===== src/rtl/tlb_pkg.sv =====
// Shared TLB field widths, entry layout and the entry match rule.
// The optional random-replacement counter is enabled with the TLB_RANDOM_EN macro.
package tlb_pkg;

  localparam int VPN2_W  = 19;
  localparam int ASID_W  = 8;
  localparam int PFN_W   = 20;
  localparam int CATTR_W = 3;

  typedef struct packed {
    logic               e;
    logic [VPN2_W-1:0]  vpn2;
    logic [ASID_W-1:0]  asid;
    logic               g;
    logic [PFN_W-1:0]   pfn0;
    logic [CATTR_W-1:0] c0;
    logic               d0;
    logic               v0;
    logic [PFN_W-1:0]   pfn1;
    logic [CATTR_W-1:0] c1;
    logic               d1;
    logic               v1;
  } tlb_entry_t;

  // An entry hits when it exists, the VPN2 matches, and it is global or the ASID matches.
  function automatic logic entry_match(input tlb_entry_t ent,
                                       input logic [VPN2_W-1:0] vpn2,
                                       input logic [ASID_W-1:0] asid);
    return ent.e && (ent.vpn2 == vpn2) && (ent.g || (ent.asid == asid));
  endfunction

endpackage


===== src/rtl/tlb_search_port.sv =====
// One combinational lookup port over all TLB entries; lowest matching index wins.
module tlb_search_port
  import tlb_pkg::*;
#(
  parameter int TLBNUM = 16,
  parameter int IDXW   = 4
) (
  input  tlb_entry_t [TLBNUM-1:0] entries,
  input  logic [VPN2_W-1:0]       vpn2,
  input  logic                    odd_page,
  input  logic [ASID_W-1:0]       asid,
  output logic                    found,
  output logic [IDXW-1:0]         index,
  output logic [PFN_W-1:0]        pfn,
  output logic [CATTR_W-1:0]      c,
  output logic                    d,
  output logic                    v
);

  // Scan from the top down so the lowest matching entry is the last one to overwrite the result.
  always_comb begin
    found = 1'b0;
    index = '0;
    pfn   = '0;
    c     = '0;
    d     = 1'b0;
    v     = 1'b0;
    for (int i = TLBNUM - 1; i >= 0; i--) begin
      if (entry_match(entries[i], vpn2, asid)) begin
        found = 1'b1;
        index = i[IDXW-1:0];
        pfn   = odd_page ? entries[i].pfn1 : entries[i].pfn0;
        c     = odd_page ? entries[i].c1   : entries[i].c0;
        d     = odd_page ? entries[i].d1   : entries[i].d0;
        v     = odd_page ? entries[i].v1   : entries[i].v0;
      end
    end
  end

endmodule


===== src/rtl/tlb.sv =====
// Fully associative MIPS32 joint TLB: fetch port s0, data/TLBP port s1,
// TLBWI/TLBWR write port and combinational TLBR read port.
// Define TLB_RANDOM_EN to add the Random counter and the tlbwr write path.
module tlb
  import tlb_pkg::*;
#(
  parameter int TLBNUM = 16,
  parameter int IDXW   = $clog2(TLBNUM)
) (
  input  logic               clk,
  input  logic               reset,
  input  logic [VPN2_W-1:0]  s0_vpn2,
  input  logic               s0_odd_page,
  input  logic [ASID_W-1:0]  s0_asid,
  output logic               s0_found,
  output logic [IDXW-1:0]    s0_index,
  output logic [PFN_W-1:0]   s0_pfn,
  output logic [CATTR_W-1:0] s0_c,
  output logic               s0_d,
  output logic               s0_v,
  input  logic [VPN2_W-1:0]  s1_vpn2,
  input  logic               s1_odd_page,
  input  logic [ASID_W-1:0]  s1_asid,
  output logic               s1_found,
  output logic [IDXW-1:0]    s1_index,
  output logic [PFN_W-1:0]   s1_pfn,
  output logic [CATTR_W-1:0] s1_c,
  output logic               s1_d,
  output logic               s1_v,
  input  logic               we,
  input  logic [IDXW-1:0]    w_index,
  input  logic [VPN2_W-1:0]  w_vpn2,
  input  logic [ASID_W-1:0]  w_asid,
  input  logic               w_g,
  input  logic [PFN_W-1:0]   w_pfn0,
  input  logic [CATTR_W-1:0] w_c0,
  input  logic               w_d0,
  input  logic               w_v0,
  input  logic [PFN_W-1:0]   w_pfn1,
  input  logic [CATTR_W-1:0] w_c1,
  input  logic               w_d1,
  input  logic               w_v1,
  input  logic [IDXW-1:0]    r_index,
  output logic [VPN2_W-1:0]  r_vpn2,
  output logic [ASID_W-1:0]  r_asid,
  output logic               r_g,
  output logic [PFN_W-1:0]   r_pfn0,
  output logic [CATTR_W-1:0] r_c0,
  output logic               r_d0,
  output logic               r_v0,
  output logic [PFN_W-1:0]   r_pfn1,
  output logic [CATTR_W-1:0] r_c1,
  output logic               r_d1,
  output logic               r_v1
`ifdef TLB_RANDOM_EN
  ,
  input  logic               tlbwr,
  output logic [IDXW-1:0]    rand_index
`endif
);

  tlb_entry_t [TLBNUM-1:0] entries;
  tlb_entry_t              w_entry;
  logic [IDXW-1:0]         w_target;

  assign w_entry = '{e: 1'b1, vpn2: w_vpn2, asid: w_asid, g: w_g,
                     pfn0: w_pfn0, c0: w_c0, d0: w_d0, v0: w_v0,
                     pfn1: w_pfn1, c1: w_c1, d1: w_d1, v1: w_v1};

`ifdef TLB_RANDOM_EN
  // Free-running Random counter; TLBNUM is a power of two so plain decrement wraps to TLBNUM-1.
  always_ff @(posedge clk) begin
    if (reset) rand_index <= IDXW'(TLBNUM - 1);
    else       rand_index <= rand_index - 1'b1;
  end

  assign w_target = (we && tlbwr) ? rand_index : w_index;
`else
  assign w_target = w_index;
`endif

  // Entry storage; reset clears everything and takes priority over a concurrent write.
  always_ff @(posedge clk) begin
    if (reset)   entries           <= '0;
    else if (we) entries[w_target] <= w_entry;
  end

  tlb_search_port #(.TLBNUM(TLBNUM), .IDXW(IDXW)) u_s0 (
    .entries(entries), .vpn2(s0_vpn2), .odd_page(s0_odd_page), .asid(s0_asid),
    .found(s0_found), .index(s0_index), .pfn(s0_pfn), .c(s0_c), .d(s0_d), .v(s0_v)
  );

  tlb_search_port #(.TLBNUM(TLBNUM), .IDXW(IDXW)) u_s1 (
    .entries(entries), .vpn2(s1_vpn2), .odd_page(s1_odd_page), .asid(s1_asid),
    .found(s1_found), .index(s1_index), .pfn(s1_pfn), .c(s1_c), .d(s1_d), .v(s1_v)
  );

  assign r_vpn2 = entries[r_index].vpn2;
  assign r_asid = entries[r_index].asid;
  assign r_g    = entries[r_index].g;
  assign r_pfn0 = entries[r_index].pfn0;
  assign r_c0   = entries[r_index].c0;
  assign r_d0   = entries[r_index].d0;
  assign r_v0   = entries[r_index].v0;
  assign r_pfn1 = entries[r_index].pfn1;
  assign r_c1   = entries[r_index].c1;
  assign r_d1   = entries[r_index].d1;
  assign r_v1   = entries[r_index].v1;

endmodule

===== config.mk =====
export PLATFORM = sky130hd
export DESIGN_NAME = tlb
export DESIGN_NICKNAME = d
export VERILOG_FILES = /design/src/rtl/tlb_pkg.sv /design/src/rtl/tlb_search_port.sv /design/src/rtl/tlb.sv
export SDC_FILE = /design/constraint.sdc
export NUM_CORES = 2
export LEC_CHECK = 0
export CORE_MARGIN = 2
export CORE_UTILIZATION = 50
export DETAILED_ROUTE_END_ITERATION = 6
export PLACE_DENSITY = 0.64
export SETUP_SLACK_MARGIN = 0.5
export SLEW_MARGIN = 20
export SYNTH_ARGS = -nofsm -noshare
export SYNTH_HDL_FRONTEND = slang
export SYNTH_SLANG_ARGS = --single-unit

===== constraint.sdc =====
create_clock -name clk -period 4.4 [get_ports clk]
set_clock_uncertainty 0.2 [all_clocks]
set_input_delay 0.66 -clock clk [delete_from_list [all_inputs] [get_ports clk]]
set_output_delay 0.66 -clock clk [all_outputs]
set_load 0.05 [all_outputs]

==> results by stage <==
Critical path:
- The endpoint kind of the worst setup timing path is a primary output.
- Setup slack on the worst reg-to-reg path comes out at between 3 and 4 ns.
- The required time at the endpoint of the critical path is between 3 and 4 ns.
- Among the stages of the critical path, the cell type that occurs most often is sky130_fd_sc_hd__buf_12.
- The critical path depth in cells is 13.
- At the worst endpoint, the arrival time is approximately 4.3 ns.
- In this run the worst setup path terminates at s1_pfn[9].
- The worst setup path is of the flip-flop to primary output kind.
- The count of cells along the worst register-to-register path is 3.
- The highest fanout seen on the critical path is 8.
- The worst register-to-register path ends at entries[385].
- The delay of the slowest critical-path stage is 0.55 ns.
- The critical path contains buffers and inverters numbering 5 combined.
- The signal on the critical path passes through buf_6, xor2_4, nor4_4, a21oi_2, or4_4, buf_12, nand2b_4, buf_12, a211oi_1, a311o_1, a221oi_4, buf_12, buf_12.
- The worst setup path is launched from a flip-flop.
- The slowest stage of the critical path is the sky130_fd_sc_hd__or4_4 cell.
- The cell family with the largest share of critical-path delay is simple AND/OR/NAND/NOR gates.
- The most critical setup path has its startpoint at entries[766].
- The startpoint identified for the worst register-to-register timing path is entries[385].

Die:
- The floorplan step set the die width to between 400 and 500 um.
- The die span in y is approximately 400 um.
- The number of primary I/O pins is ~280.
- The core region is around 160000 um^2.
- The die covers around 160000 um^2.
- The number of rows created at floorplan is about 150.
- The initial core utilization is just over 50%.

Cells and area:
- The number of flip-flops under the largest register name is 1264.
- entries holds more flip-flops than any other register.
- The largest registers in the layout are entries x1264.
- The area growth from synthesis to layout is 33.4%.
- The layout net count is a little over 10000.
- Cells with a size suffix above 1 make up between 20 and 30% of the layout.

Logic synthesis:
- The share of synthesized area spent on multiplexers is a little over a fifth.
- Of the total synthesized cell area, the portion taken by XOR and XNOR cells is approximately a tenth.
- The leading area contributor after synthesis is sky130_fd_sc_hd__dfxtp_1.
- The number of nets in the synthesized netlist is around 9600.
- The synthesized-area fraction occupied by ao, oa, aoi and oai cells is between 10% and 20%.
- Synthesis inferred 1264 register bits.
- The most used flip-flop cell after synthesis is sky130_fd_sc_hd__dfxtp_1.
- The number of enable flip-flop cells after synthesis is 0.
- The count of unique library cells instantiated by Yosys is between 50 and 60.
- The Yosys step of the flow raised 0 warnings.
- The summed instance area of the synthesized netlist is between 70000 and 80000 um^2.
- Counting every instance in the synthesized netlist gives between 9000 and 10000.
- The most numerous cell in the Yosys netlist is sky130_fd_sc_hd__nand2_1.
- The synthesized area per cell is around 8.3 um^2.
- The adder-cell share of the synthesized area is 0%.
- The fraction of synthesis flops using an asynchronous set or reset pin is 0%.
- By count the netlist is led by 2622 x sky130_fd_sc_hd__nand2_1, 1312 x sky130_fd_sc_hd__a21oi_1, 1264 x sky130_fd_sc_hd__dfxtp_1.
- The proportion of netlist area held by the largest area contributor is 32.1%.
- The dominant combinational cell family by area after synthesis is multiplexers.
- The post-synthesis simple-gate area fraction is between 10% and 20%.
- The sequential-to-total area share from yosys stat is 32.1%.
- By area the synthesized netlist is led by sky130_fd_sc_hd__dfxtp_1 32%, sky130_fd_sc_hd__nand2_1 12%, sky130_fd_sc_hd__mux4_2 11%.

CTS:
- For the worst-skew pair, the clock arrives at the later sink with an insertion delay of about 0.85 ns.
- The number of buffers inserted by hold repair at cts is 0.
- Counting every sink on the clock net gives about 1300.
- TritonCTS built the clock tree.
- The worst-case clock buffer depth is 3.
- The number of buffers created by CTS is 150.
- The H-tree was split into 4 levels.
- The buffer cell driving the clock tree root is sky130_fd_sc_hd__clkbuf_16.
- After clock tree synthesis, the clock-pin slew on the worst setup and hold paths is roughly 0.06 ns.

Routing:
- In this run the remaining antenna-violating nets after routing total 0.
- The per-cell via count in the routed design is 6.86.
- The DRC violation count after routing is 33.
- The final routed wire length divided by cell count is ~36 um.
- The first-pass iteration count of the detailed router is 7.
- The detailed router's first-iteration violation count is between 10000 and 15000.
- The total wire length after detailed routing is between 400 and 500 mm.
- The vias after detailed routing is between 80000 and 90000.

Power:
- Summing internal, switching and leakage power gives around 29000 uW.
- The worst supply voltage drop on vdd is roughly 450 uV.
- Net switching is ~28% of the power.
- For this design the static power due to leakage is 0.0394 uW.
- The cell area power density is between 200 and 300 nW/um^2.
- The clock network accounts for ~47% of the total power.
- The part of the power in registers is 40.5%.
- The internal power component is 21000 uW.
- The combinational fraction of design power is 12.7%.
- For this design the total switching power over the nets is about 8000 uW.

Global route:
- The via count of the first global-routing pass is around 80000.
- Global routing finished with a remaining overflow of 0.
- The first global-routing pass estimated between 600 and 700 mm of wire.
- Entering global routing, the biggest net connects approximately 130 pins.
- The number of antenna violations at the first check in global routing is 43.
- For this run, the total global-route usage over all layers was measured as 52.7%.

Placement:
- Once detailed placement completed, the half-perimeter wirelength came to around 290 mm.
- During placement, the flow inserted port buffers numbering 282.
- OpenSTA, run right after detailed placement, puts the worst setup slack at -1.23 ns.
- The final weighted congestion in routability-driven placement is roughly 1.1.

STA:
- The post-route clock period utilization is 118%.
- The number of slew-limit violations in the final report came to 0.
- For the pin with the worst max-slew slack, the measured transition is roughly 1.3 ns.
- The achievable frequency is between 150 and 200 MHz.
- The minimum period implied by the final worst setup slack is 5.19 ns.
- Final hold analysis gives a worst-case slack of between 0.1 and 0.15 ns.
- Setup repair after global routing could not meet its margin everywhere.
- Setup violations remaining at the end of the flow were counted as 60.
- The least setup slack across all paths after layout is -0.795 ns.
- The number of hold violations in the final report came to 0.
- The total negative slack for setup checks is -35.29 ns.
- Headroom to the max-slew limit came out at between 10% and 20%.

Hold path:
- The worst min-delay path category is primary input to flip-flop.

Status:
- The run finished, with violations left.
- The final reports fail on design-rule violations, negative setup slack.

Run:
- The max-cap check violation count is 0.
cell families (layout without fill, tap and decap cells):
logic type | count (synthesis) | count (layout)
AOI/OAI and AO/OA | 1902 | 1902
xor gates and xnor gates | 864 | 864
buffers and inverters | 1006 | 1852
DFF | 1264 | 1264
muxes | 1190 | 1190
other | 0 | 42
and+or+nand+nor | 3245 | 3245
cell type report:
class / instances / area, um^2
Clock inverter: 56 / 751
Clock buffer: 215 / 4490
Multi-Input combinational cell: 7201 / 53900
Sequential cell: 1264 / 25500
Timing Repair Buffer: 1574 / 17900
Inverter: 7 / 38.8
Antenna cell: 42 / 105
Fill cell: 12500 / 51300
Tap cell: 2058 / 2570
worst min-delay path by stage:
stage | depth (start not counted) | end | slack [ns] | startpoint
5_1_grt | 2 | entries[84] | 0.14 | reset
3_3_place_gp | 2 | entries[807] | 0.26 | entries[807]
4_1_cts | 2 | entries[289] | 0.13 | reset
3_5_place_dp | 2 | entries[162] | 0.27 | entries[162]
2_1_floorplan | 2 | entries[158] | 0.25 | entries[158]
6_report | 2 | entries[289] | 0.10 | reset
metrics by stage:
stage,instance area (um^2),cells,util [%]
2_1_floorplan,80500,9471,-
3_3_place_gp,93000,11900,59.4
3_5_place_dp,93000,11900,59.4
4_1_cts,103000,12300,65.5
5_1_grt,105000,12400,67.2
6_report,105000,12400,67.3
routing by layer:
layer / up-vias / wire, um / GRT usage (%)
met3: 2363 / 59900 / 16.8
met1: 40900 / 145000 / 59.8
li1: 34700 / - / -
met5: - / 143 / 0
met4: 12 / 53800 / 52.1
met2: 7229 / 184000 / 77.3
power groups by stage:
stage	sequential, uW	clock, uW	combinational, uW
3_5_place_dp	12000	0	3290
4_1_cts	11800	13500	3430
3_3_place_gp	12000	0	3270
2_1_floorplan	12000	0	1900
6_report	11800	13600	3680
5_1_grt	11800	14000	3730
layout by cell type (no fill, tap or decap), drive strengths merged, types with 182 or more instances in the layout:
cell type	count
dfxtp	1264
clkbuf	225
mux2	226
buf	1423
nand2	2623
mux2i	574
mux4	390
xnor2	224
xor2	640
a21oi	1312
nor4	182
timing repair:
item	CTS	global route
setup buffers	143	80
gates resized for setup	579	353
setup endpoints to repair	64	74
pin swaps	242	206
cloned	22	8
(Power assumes the default switching activity.)
